===== src/rtl/jtag_tap_ctrl_pkg.sv =====
// jtag_tap_ctrl_pkg
// Shared types and constants for the JTAG TAP controller.
//   tap_state_t : the 16 IEEE 1149.1 TAP controller states
//   IR_*        : instruction codes. They are held 32 bits wide so that
//                 users can cast them to any IR_WIDTH. IR_BYPASS is all
//                 ones, so it truncates to all ones at every width.
package jtag_tap_ctrl_pkg;

  typedef enum logic [3:0] {
    TLR,
    RTI,
    SEL_DR,
    CAP_DR,
    SH_DR,
    EX1_DR,
    PAU_DR,
    EX2_DR,
    UPD_DR,
    SEL_IR,
    CAP_IR,
    SH_IR,
    EX1_IR,
    PAU_IR,
    EX2_IR,
    UPD_IR
  } tap_state_t;

  localparam logic [31:0] IR_EXTEST = 32'h0000_0000;
  localparam logic [31:0] IR_SAMPLE = 32'h0000_0001;
  localparam logic [31:0] IR_IDCODE = 32'h0000_0002;
  localparam logic [31:0] IR_BYPASS = 32'hFFFF_FFFF;

endpackage


===== src/rtl/jtag_tap_fsm.sv =====
// jtag_tap_fsm
// The 16-state IEEE 1149.1 TAP state machine.
// Ports:
//   tck_i   : TAP clock. State advances on posedge.
//   trst_ni : synchronous active-low reset, which forces TLR.
//   tms_i   : test mode select, which steers the state graph.
//   state_o : current TAP state.
module jtag_tap_fsm
  import jtag_tap_ctrl_pkg::*;
(
  input  logic       tck_i,
  input  logic       trst_ni,
  input  logic       tms_i,
  output tap_state_t state_o
);

  tap_state_t state_q;
  tap_state_t state_d;

  always_ff @(posedge tck_i) begin
    if (!trst_ni) state_q <= TLR;
    else          state_q <= state_d;
  end

  always_comb begin
    state_d = state_q;
    case (state_q)
      TLR:     state_d = tms_i ? TLR    : RTI;
      RTI:     state_d = tms_i ? SEL_DR : RTI;
      SEL_DR:  state_d = tms_i ? SEL_IR : CAP_DR;
      CAP_DR:  state_d = tms_i ? EX1_DR : SH_DR;
      SH_DR:   state_d = tms_i ? EX1_DR : SH_DR;
      EX1_DR:  state_d = tms_i ? UPD_DR : PAU_DR;
      PAU_DR:  state_d = tms_i ? EX2_DR : PAU_DR;
      EX2_DR:  state_d = tms_i ? UPD_DR : SH_DR;
      UPD_DR:  state_d = tms_i ? SEL_DR : RTI;
      SEL_IR:  state_d = tms_i ? TLR    : CAP_IR;
      CAP_IR:  state_d = tms_i ? EX1_IR : SH_IR;
      SH_IR:   state_d = tms_i ? EX1_IR : SH_IR;
      EX1_IR:  state_d = tms_i ? UPD_IR : PAU_IR;
      PAU_IR:  state_d = tms_i ? EX2_IR : PAU_IR;
      EX2_IR:  state_d = tms_i ? UPD_IR : SH_IR;
      UPD_IR:  state_d = tms_i ? SEL_DR : RTI;
      default: state_d = TLR;
    endcase
  end

  assign state_o = state_q;

endmodule


===== src/rtl/jtag_tap_ctrl.sv =====
// jtag_tap_ctrl
// IEEE 1149.1 TAP controller that drives a boundary-scan register (BSR) chain.
// It contains the TAP FSM (jtag_tap_fsm), the instruction register, the
// bypass register, the optional IDCODE register and the TDO mux.
//
// Optional feature macro: JTAG_IDCODE_EN
//   defined   : a 32-bit IDCODE register exists, and IDCODE is the reset
//               instruction.
//   undefined : there is no IDCODE register, IDCODE decodes as BYPASS, and
//               BYPASS is the reset instruction.
//
// Parameters:
//   IR_WIDTH   : instruction register width (>= 2)
//   IDCODE_VAL : device ID (LSB = 1). Only used with JTAG_IDCODE_EN.
// Ports:
//   tck_i, trst_ni   : TAP clock, synchronous active-low reset
//   tms_i, tdi_i     : TAP mode select and serial data in
//   tdo_o, tdo_en_o  : serial data out, and its enable (Shift-DR/IR only)
//   bsr_ser_i/_o     : serial return from the last BSR cell / feed to the first
//   dr_shift_o       : BSR shift (1) or parallel capture (0)
//   dr_clock_o       : BSR master-FF enable
//   dr_upd_o         : BSR slave-FF enable
//   mode_o           : BSR drives the pins (EXTEST)
//   ir_o             : active instruction
//   tap_rst_o        : high in Test-Logic-Reset
module jtag_tap_ctrl
  import jtag_tap_ctrl_pkg::*;
#(
  parameter int          IR_WIDTH   = 4,
  parameter logic [31:0] IDCODE_VAL = 32'h1000_0001
) (
  input  logic                tck_i,
  input  logic                trst_ni,
  input  logic                tms_i,
  input  logic                tdi_i,
  output logic                tdo_o,
  output logic                tdo_en_o,
  input  logic                bsr_ser_i,
  output logic                bsr_ser_o,
  output logic                dr_shift_o,
  output logic                dr_clock_o,
  output logic                dr_upd_o,
  output logic                mode_o,
  output logic [IR_WIDTH-1:0] ir_o,
  output logic                tap_rst_o
);

  localparam logic [IR_WIDTH-1:0] IR_EXT_C = IR_WIDTH'(IR_EXTEST);
  localparam logic [IR_WIDTH-1:0] IR_SMP_C = IR_WIDTH'(IR_SAMPLE);
  localparam logic [IR_WIDTH-1:0] IR_CAP_C = IR_WIDTH'(2'b01);
`ifdef JTAG_IDCODE_EN
  localparam logic [IR_WIDTH-1:0] IR_ID_C  = IR_WIDTH'(IR_IDCODE);
  localparam logic [IR_WIDTH-1:0] IR_RST_C = IR_ID_C;
`else
  localparam logic [IR_WIDTH-1:0] IR_RST_C = IR_WIDTH'(IR_BYPASS);
`endif

  tap_state_t          state;
  logic [IR_WIDTH-1:0] ir_q;
  logic [IR_WIDTH-1:0] ir_sr;
  logic                bypass;
  logic                sel_bsr;
  logic                sel_id;
  logic                sel_byp;

  jtag_tap_fsm u_fsm (
    .tck_i   (tck_i),
    .trst_ni (trst_ni),
    .tms_i   (tms_i),
    .state_o (state)
  );

  // Instruction decode. Every code that is not recognised falls through to bypass.
  always_comb begin
    sel_bsr = (ir_q == IR_EXT_C) || (ir_q == IR_SMP_C);
`ifdef JTAG_IDCODE_EN
    sel_id  = (ir_q == IR_ID_C);
`else
    sel_id  = 1'b0;
`endif
    sel_byp = !sel_bsr && !sel_id;
  end

  // IR and bypass registers. ir_q changes only in TLR or UPD_IR, so the
  // instruction (and mode_o) stays stable across any DR scan.
  always_ff @(posedge tck_i) begin
    if (!trst_ni) begin
      ir_q   <= IR_RST_C;
      ir_sr  <= '0;
      bypass <= 1'b0;
    end else begin
      case (state)
        TLR:     ir_q   <= IR_RST_C;
        CAP_IR:  ir_sr  <= IR_CAP_C;
        SH_IR:   ir_sr  <= {tdi_i, ir_sr[IR_WIDTH-1:1]};
        UPD_IR:  ir_q   <= ir_sr;
        CAP_DR:  bypass <= 1'b0;
        SH_DR:   if (sel_byp) bypass <= tdi_i;
        default: ;
      endcase
    end
  end

`ifdef JTAG_IDCODE_EN
  logic [31:0] id_sr;

  // The IDCODE register is a data register. It is loaded on every capture,
  // so it needs no reset.
  always_ff @(posedge tck_i) begin
    if (sel_id && state == CAP_DR)     id_sr <= IDCODE_VAL;
    else if (sel_id && state == SH_DR) id_sr <= {tdi_i, id_sr[31:1]};
  end
`else
  logic unused_idcode;
  assign unused_idcode = ^IDCODE_VAL;
`endif

  // TDO mux. The output is driven only in the two shift states.
  always_comb begin
    tdo_o    = 1'b0;
    tdo_en_o = 1'b0;
    case (state)
      SH_IR: begin
        tdo_en_o = 1'b1;
        tdo_o    = ir_sr[0];
      end
      SH_DR: begin
        tdo_en_o = 1'b1;
        if (sel_bsr)      tdo_o = bsr_ser_i;
`ifdef JTAG_IDCODE_EN
        else if (sel_id)  tdo_o = id_sr[0];
`endif
        else              tdo_o = bypass;
      end
      default: ;
    endcase
  end

  // BSR strobes are qualified by the instruction. Under BYPASS/IDCODE the
  // chain is not touched, so its update latches keep their pin values.
  assign dr_clock_o = sel_bsr && (state == CAP_DR || state == SH_DR);
  assign dr_shift_o = sel_bsr && (state == SH_DR);
  assign dr_upd_o   = sel_bsr && (state == UPD_DR);
  assign mode_o     = (ir_q == IR_EXT_C);
  assign bsr_ser_o  = tdi_i;
  assign ir_o       = ir_q;
  assign tap_rst_o  = (state == TLR);

endmodule


===== config.mk =====
export PLATFORM = sky130hd
export DESIGN_NAME = jtag_tap_ctrl
export DESIGN_NICKNAME = d
export VERILOG_FILES = /design/src/rtl/jtag_tap_ctrl_pkg.sv /design/src/rtl/jtag_tap_fsm.sv /design/src/rtl/jtag_tap_ctrl.sv
export SDC_FILE = /design/constraint.sdc
export NUM_CORES = 1
export LEC_CHECK = 0
export ABC_AREA = 1
export CAP_MARGIN = 20
export CORE_MARGIN = 5
export CORE_UTILIZATION = 54
export CTS_CLUSTER_DIAMETER = 100
export DETAILED_ROUTE_END_ITERATION = 10
export PLACE_DENSITY = 0.81
export SLEW_MARGIN = 20
export SYNTH_ARGS = -nofsm -noshare
export SYNTH_HDL_FRONTEND = slang
export SYNTH_HIERARCHICAL = 1
export SYNTH_SLANG_ARGS = --single-unit

===== constraint.sdc =====
create_clock -name tck_i -period 3.1 [get_ports tck_i]
set_input_delay 0.62 -clock tck_i [delete_from_list [all_inputs] [get_ports tck_i]]
set_output_delay 0.62 -clock tck_i [all_outputs]
set_load 0.01 [all_outputs]

# Word level (Yosys, flattened, before mapping)
# Index checks and enable logic that the tools add are counted.
[word_totals]
mem_bits_ro = 0
reg_bits = 13
latchBits = 0
input_bits = 5
n_memories = 0
wordCells = 56
ramBits = 0
out_inout_bits = 12
[classes]
reduce_logical = 15
shifts = 0
order_cmp = 0
n_bitwise = 0
div = 0
n_mux = 20
addsub = 0
n_mul = 0
n_eq_ne = 17
[op_table]
columns = ["cell", "count"]
rows = [
  ["case mux 4 bit (12 select lines)", 1],
  ["equality test 4 bit, second input constant", 8],
  ["equality test 4 x 3 -> 1 bit, second input constant", 4],
  ["two-way mux 4 bit", 4],
  ["case mux 4 bit (2 select lines)", 2],
  ["equality test 4 x 1 -> 1 bit, second input constant", 2],
  ["equality test 4 x 2 -> 1 bit, second input constant", 2],
  ["logical NOT 4 bit", 2],
  ["two-way mux 1 bit", 6],
  ["two-way mux 2 bit", 3],
  ["two-way mux 3 bit", 2],
  ["nonzero test 2 bit", 3],
  ["OR reduction 2 bit", 3],
  ["case mux 1 bit (2 select lines)", 2],
  ["logical AND 1 bit", 3],
  ["OR reduction 3 bit", 1],
  ["logical OR 1 bit", 2],
  ["!= test 2 bit, second input constant", 1],
  ["AND reduction 2 bit", 1],
]

# Depth between registers and ports, before layout
# Gate-level depths: netlist of the first run.
[depth]
ltp_word = 4
mapped_depth = 9
depth_no_buf = 8

# Cells and area by module
# The synthesis of the first run kept the hierarchy.
[modules_own_cells]
columns = ["mod", "area_per_inst_um2", "seq_area_each_um2", "n_inst", "cells_each"]
rows = [
  ["jtag_tap_ctrl", 486.7, 180.2, 1, 74],
  ["jtag_tap_fsm", 392.9, 80.1, 1, 64],
]

# Worst setup path after synthesis of the first run
# OpenSTA, ideal clock, no wires.
[synth_timing]
kind = "register to output"
start = "reg u_fsm.state_q[1] (netlist: u_fsm/state_o[1])"
end = "out tdo_o"
setup_slack_ns = 1.476
arrival_time_ns = 1.004
path_stages_with_launch = 6
t_required_ns = 2.480
n_path_buf = 0
path_cell_list = "dfxtp_1 nor2_1 nand3_2 nor2_2 nand2_1 o211ai_1"
[synth_between]
elab_chain_len = 2
elab_cells_between_ends = 3
cone_classes = "eq/ne: 2; mux: 1"
[synth_rtl]
columns = ["item", "line_no", "text"]
rows = [
  ["from (decl)", "jtag_tap_fsm.sv:17", "tap_state_t state_q;"],
  ["from (signal assigned)", "jtag_tap_fsm.sv:22", "else state_q <= state_d;"],
  ["equality test 4 x 3 -> 1 bit / equality test 4 bit (equally long branches)", "jtag_tap_ctrl.sv:122", "case (state)"],
  ["case mux 1 bit (2 select lines) *", "jtag_tap_ctrl.sv:122", ""],
  ["to (decl)", "jtag_tap_ctrl.sv:36", "output logic tdo_o,"],
]
# Mark *: on every way between the ends. The rest lies on a longest branch, timed or not.

# Final worst setup path of the first run
[layout_timing]
start = "reg u_fsm.state_q[0] (netlist: u_fsm/state_o[0])"
end = "out tdo_o"
# Same word-level chain as after synthesis.

==> metrics, run 1 <==
max-slew violations 0; DR pass1 iterations 4; DRT Wirelength 1974 um; CP arrival 2020 ps; worst hold margin 477.2 ps; top cells by area, synth dfxtp_1 (30%), nand2_1 (15%), nand3_1 (9.1%); clock tree buffer depth 2; Synth Cell Area 879.6 um2; Async SR Flop Fraction 0%; wire per inst 11.54 um; commonest non-fill, non-tap cell in the layout nand2_1; CTS sink cnt 13; Critical Path Start Type flip-flop; CP max FO 13; antenna cells 0; synthesized netlist cell count 138; Final Hold Violating Endpoints 0; TritonCTS Buffers 3; Top Metal Used met4; r2r startpoint u_fsm/state_o[0]; residual DRC count 0; status finished clean; CTS Hold Bufs 0; CP top delay family flip-flops; cell taking the most area after synthesis dfxtp_1; Slew headroom 63.93%; Seq/Total Area, Yosys 29.59%; Layout Cells excl Fill 171; Die Ht 50.36 um; TritonCTS clock tree built; first-pass GRT wire length 3594 um; # rows 14; crit-path cells nand2_2 > nor2_2 > nand2_1 > o211ai_1 > clkdlybuf4s50_1; Top-Level Pins 17; Max Cap Violations 0; setup violators final 0; post-CTS sizing 0; share of cells above drive strength 1 14.19%; CP bufs+invs 1; Clk pin slew, worst setup/hold paths 80 ps; Chip Width 50.36 um; clk_lat worst skew 270 ps; Critical Path RT 2480 ps; top_reg_cell synth dfxtp_1; Peak Freq 379.0 MHz; Synth Net Count 143; vias in the first global route 821; root buf cell clkbuf_4; H-tree depth 1; core area 1524 um2; total grt overflow 0; die area 2536 um2; total global-route track usage 17.26%; final worst path period share 85.12%; syn_area_per_cell 6.374 um2; PwrDens 347.4 nW/um2; Met1 Routed Length 938 um; area grow syn2layout 19.63%; Peak VDD IR 283.4 uV; Critical-path top delay cell dfxtp_1; Routed Antenna Nets 0; Cells after DPL 167; Setup Skew 4.862 ps; Hold Path Class reg -> reg; FF+latch count, synth 13; largest incremental delay on the critical path 650 ps; final worst slack 461.2 ps; setup_tns 0 ps; met3 routed WL 168 um; NumNets Final 161; initial antenna violation count 0; hold_sp ir_sr[2]; Crit. End Element output port; Crit Path Class reg -> out; post-CTS setup buffer count 0; Yosys cell types 22; commonest cells after routing, fill and taps aside nand2_1 (34), inv_1 (17), nand3_1 (16), clkdlybuf4s50_1 (16), nor2_1 (14); Ys Warns 6; RSZ-0062 raised after global routing false; DR WL met2 851 um; largest net degree at the start of global routing 15; Final HPWL DP 1489 um; Starting Density 57.72%; Synth top area share 29.59%; routed via count 930; Detailed Route Iter0 Violations 45; Setup crit start u_fsm/state_o[0]; Lkg Pwr 0.4391 nW; number of synthesized flops with an enable pin 0; GPL Wtd Cong 0.7958; IO Port Bufs 16; worst slew pin tran 540.3 ps; post-DR vias/cell 5.439; Core Util, Final 69.05%; Place WS 729.0 ps; Tmin final 2639 ps
[kinds of logic (layout without fill, tap and decap cells)]
group           after synthesis  count (layout)  synth area share, %
compound gates               21              21                14.08
flops                        13              13                29.59
simple gates                 79              79                42.53
buf+inv                      25              42                13.80
[layer usage]
layer  vias up  GRT usage [%]
li1        484              -
met2        45          24.06
met5         -              0
met1       399          25.81
met4         0          5.532
met3         2          4.142
[stage by stage]
step | total power [mW] | area [um2]
global placement | 0.2633 | 1026
CTS | 0.3699 | 1052
global route | 0.3890 | 1052
detailed placement | 0.2646 | 1026
floorplan | 0.2365 | 879.6
finish | 0.3655 | 1052
[registers in the layout, indices dropped and copies added, names as in the netlist]
name           flops
ir_o               4
ir_sr              4
u_fsm/state_o      4
bypass             1
[cell usage after synthesis, types with 3 or more instances]
cell,count
o21ai_0,5
a21oi_1,10
o21ai_2,3
inv_2,3
nand2_1,34
nand2_2,4
nor2_1,14
buf_6,3
inv_1,17
nand3_1,16
dfxtp_1,13
[final timing paths]
check,end,slack (ps),cells past startpoint
worst max-delay path,tdo_o,460,5
worst min-delay path,ir_sr[1],480,2
worst max register to register,ir_o[2],1620,5
worst min register to register,ir_sr[1],480,2
[cell type report]
class                   count  area [um2]
clock buffers               4       26.28
flip-flops and latches     13       260.3
well taps                  16       20.02
fillers                   122       471.7
multi-input cells         100       498.0
repair buffers             17       167.7
inverters                  21       80.08
[report_power, final]
part,internal [mW],switching [mW]
Sequential,0.175,0.0117
Combinational,0.0334,0.0418
Clock,0.0498,0.0542
[worst register-to-register path: stages (launching register included)]
cell	delay [ps]
dfxtp_1	650
nand2_2	160
clkinv_2	80
nand3_2	120
o21ai_0	240
nand3_1	100
Power figures use the tool's default switching activity.
==> inputs of run 2 (changes only) <==
--- a/config.mk
+++ b/config.mk
@@ -6,10 +6,10 @@
 export NUM_CORES = 1
 export LEC_CHECK = 0
 export ABC_AREA = 1
-export CAP_MARGIN = 20
 export CORE_MARGIN = 5
 export CORE_UTILIZATION = 54
 export CTS_CLUSTER_DIAMETER = 100
+export CTS_CLUSTER_SIZE = 12
 export DETAILED_ROUTE_END_ITERATION = 10
 export PLACE_DENSITY = 0.81
 export SLEW_MARGIN = 20
==> results of run 2 <==
Final layout, timing and power as in run 1 (identical DEF).
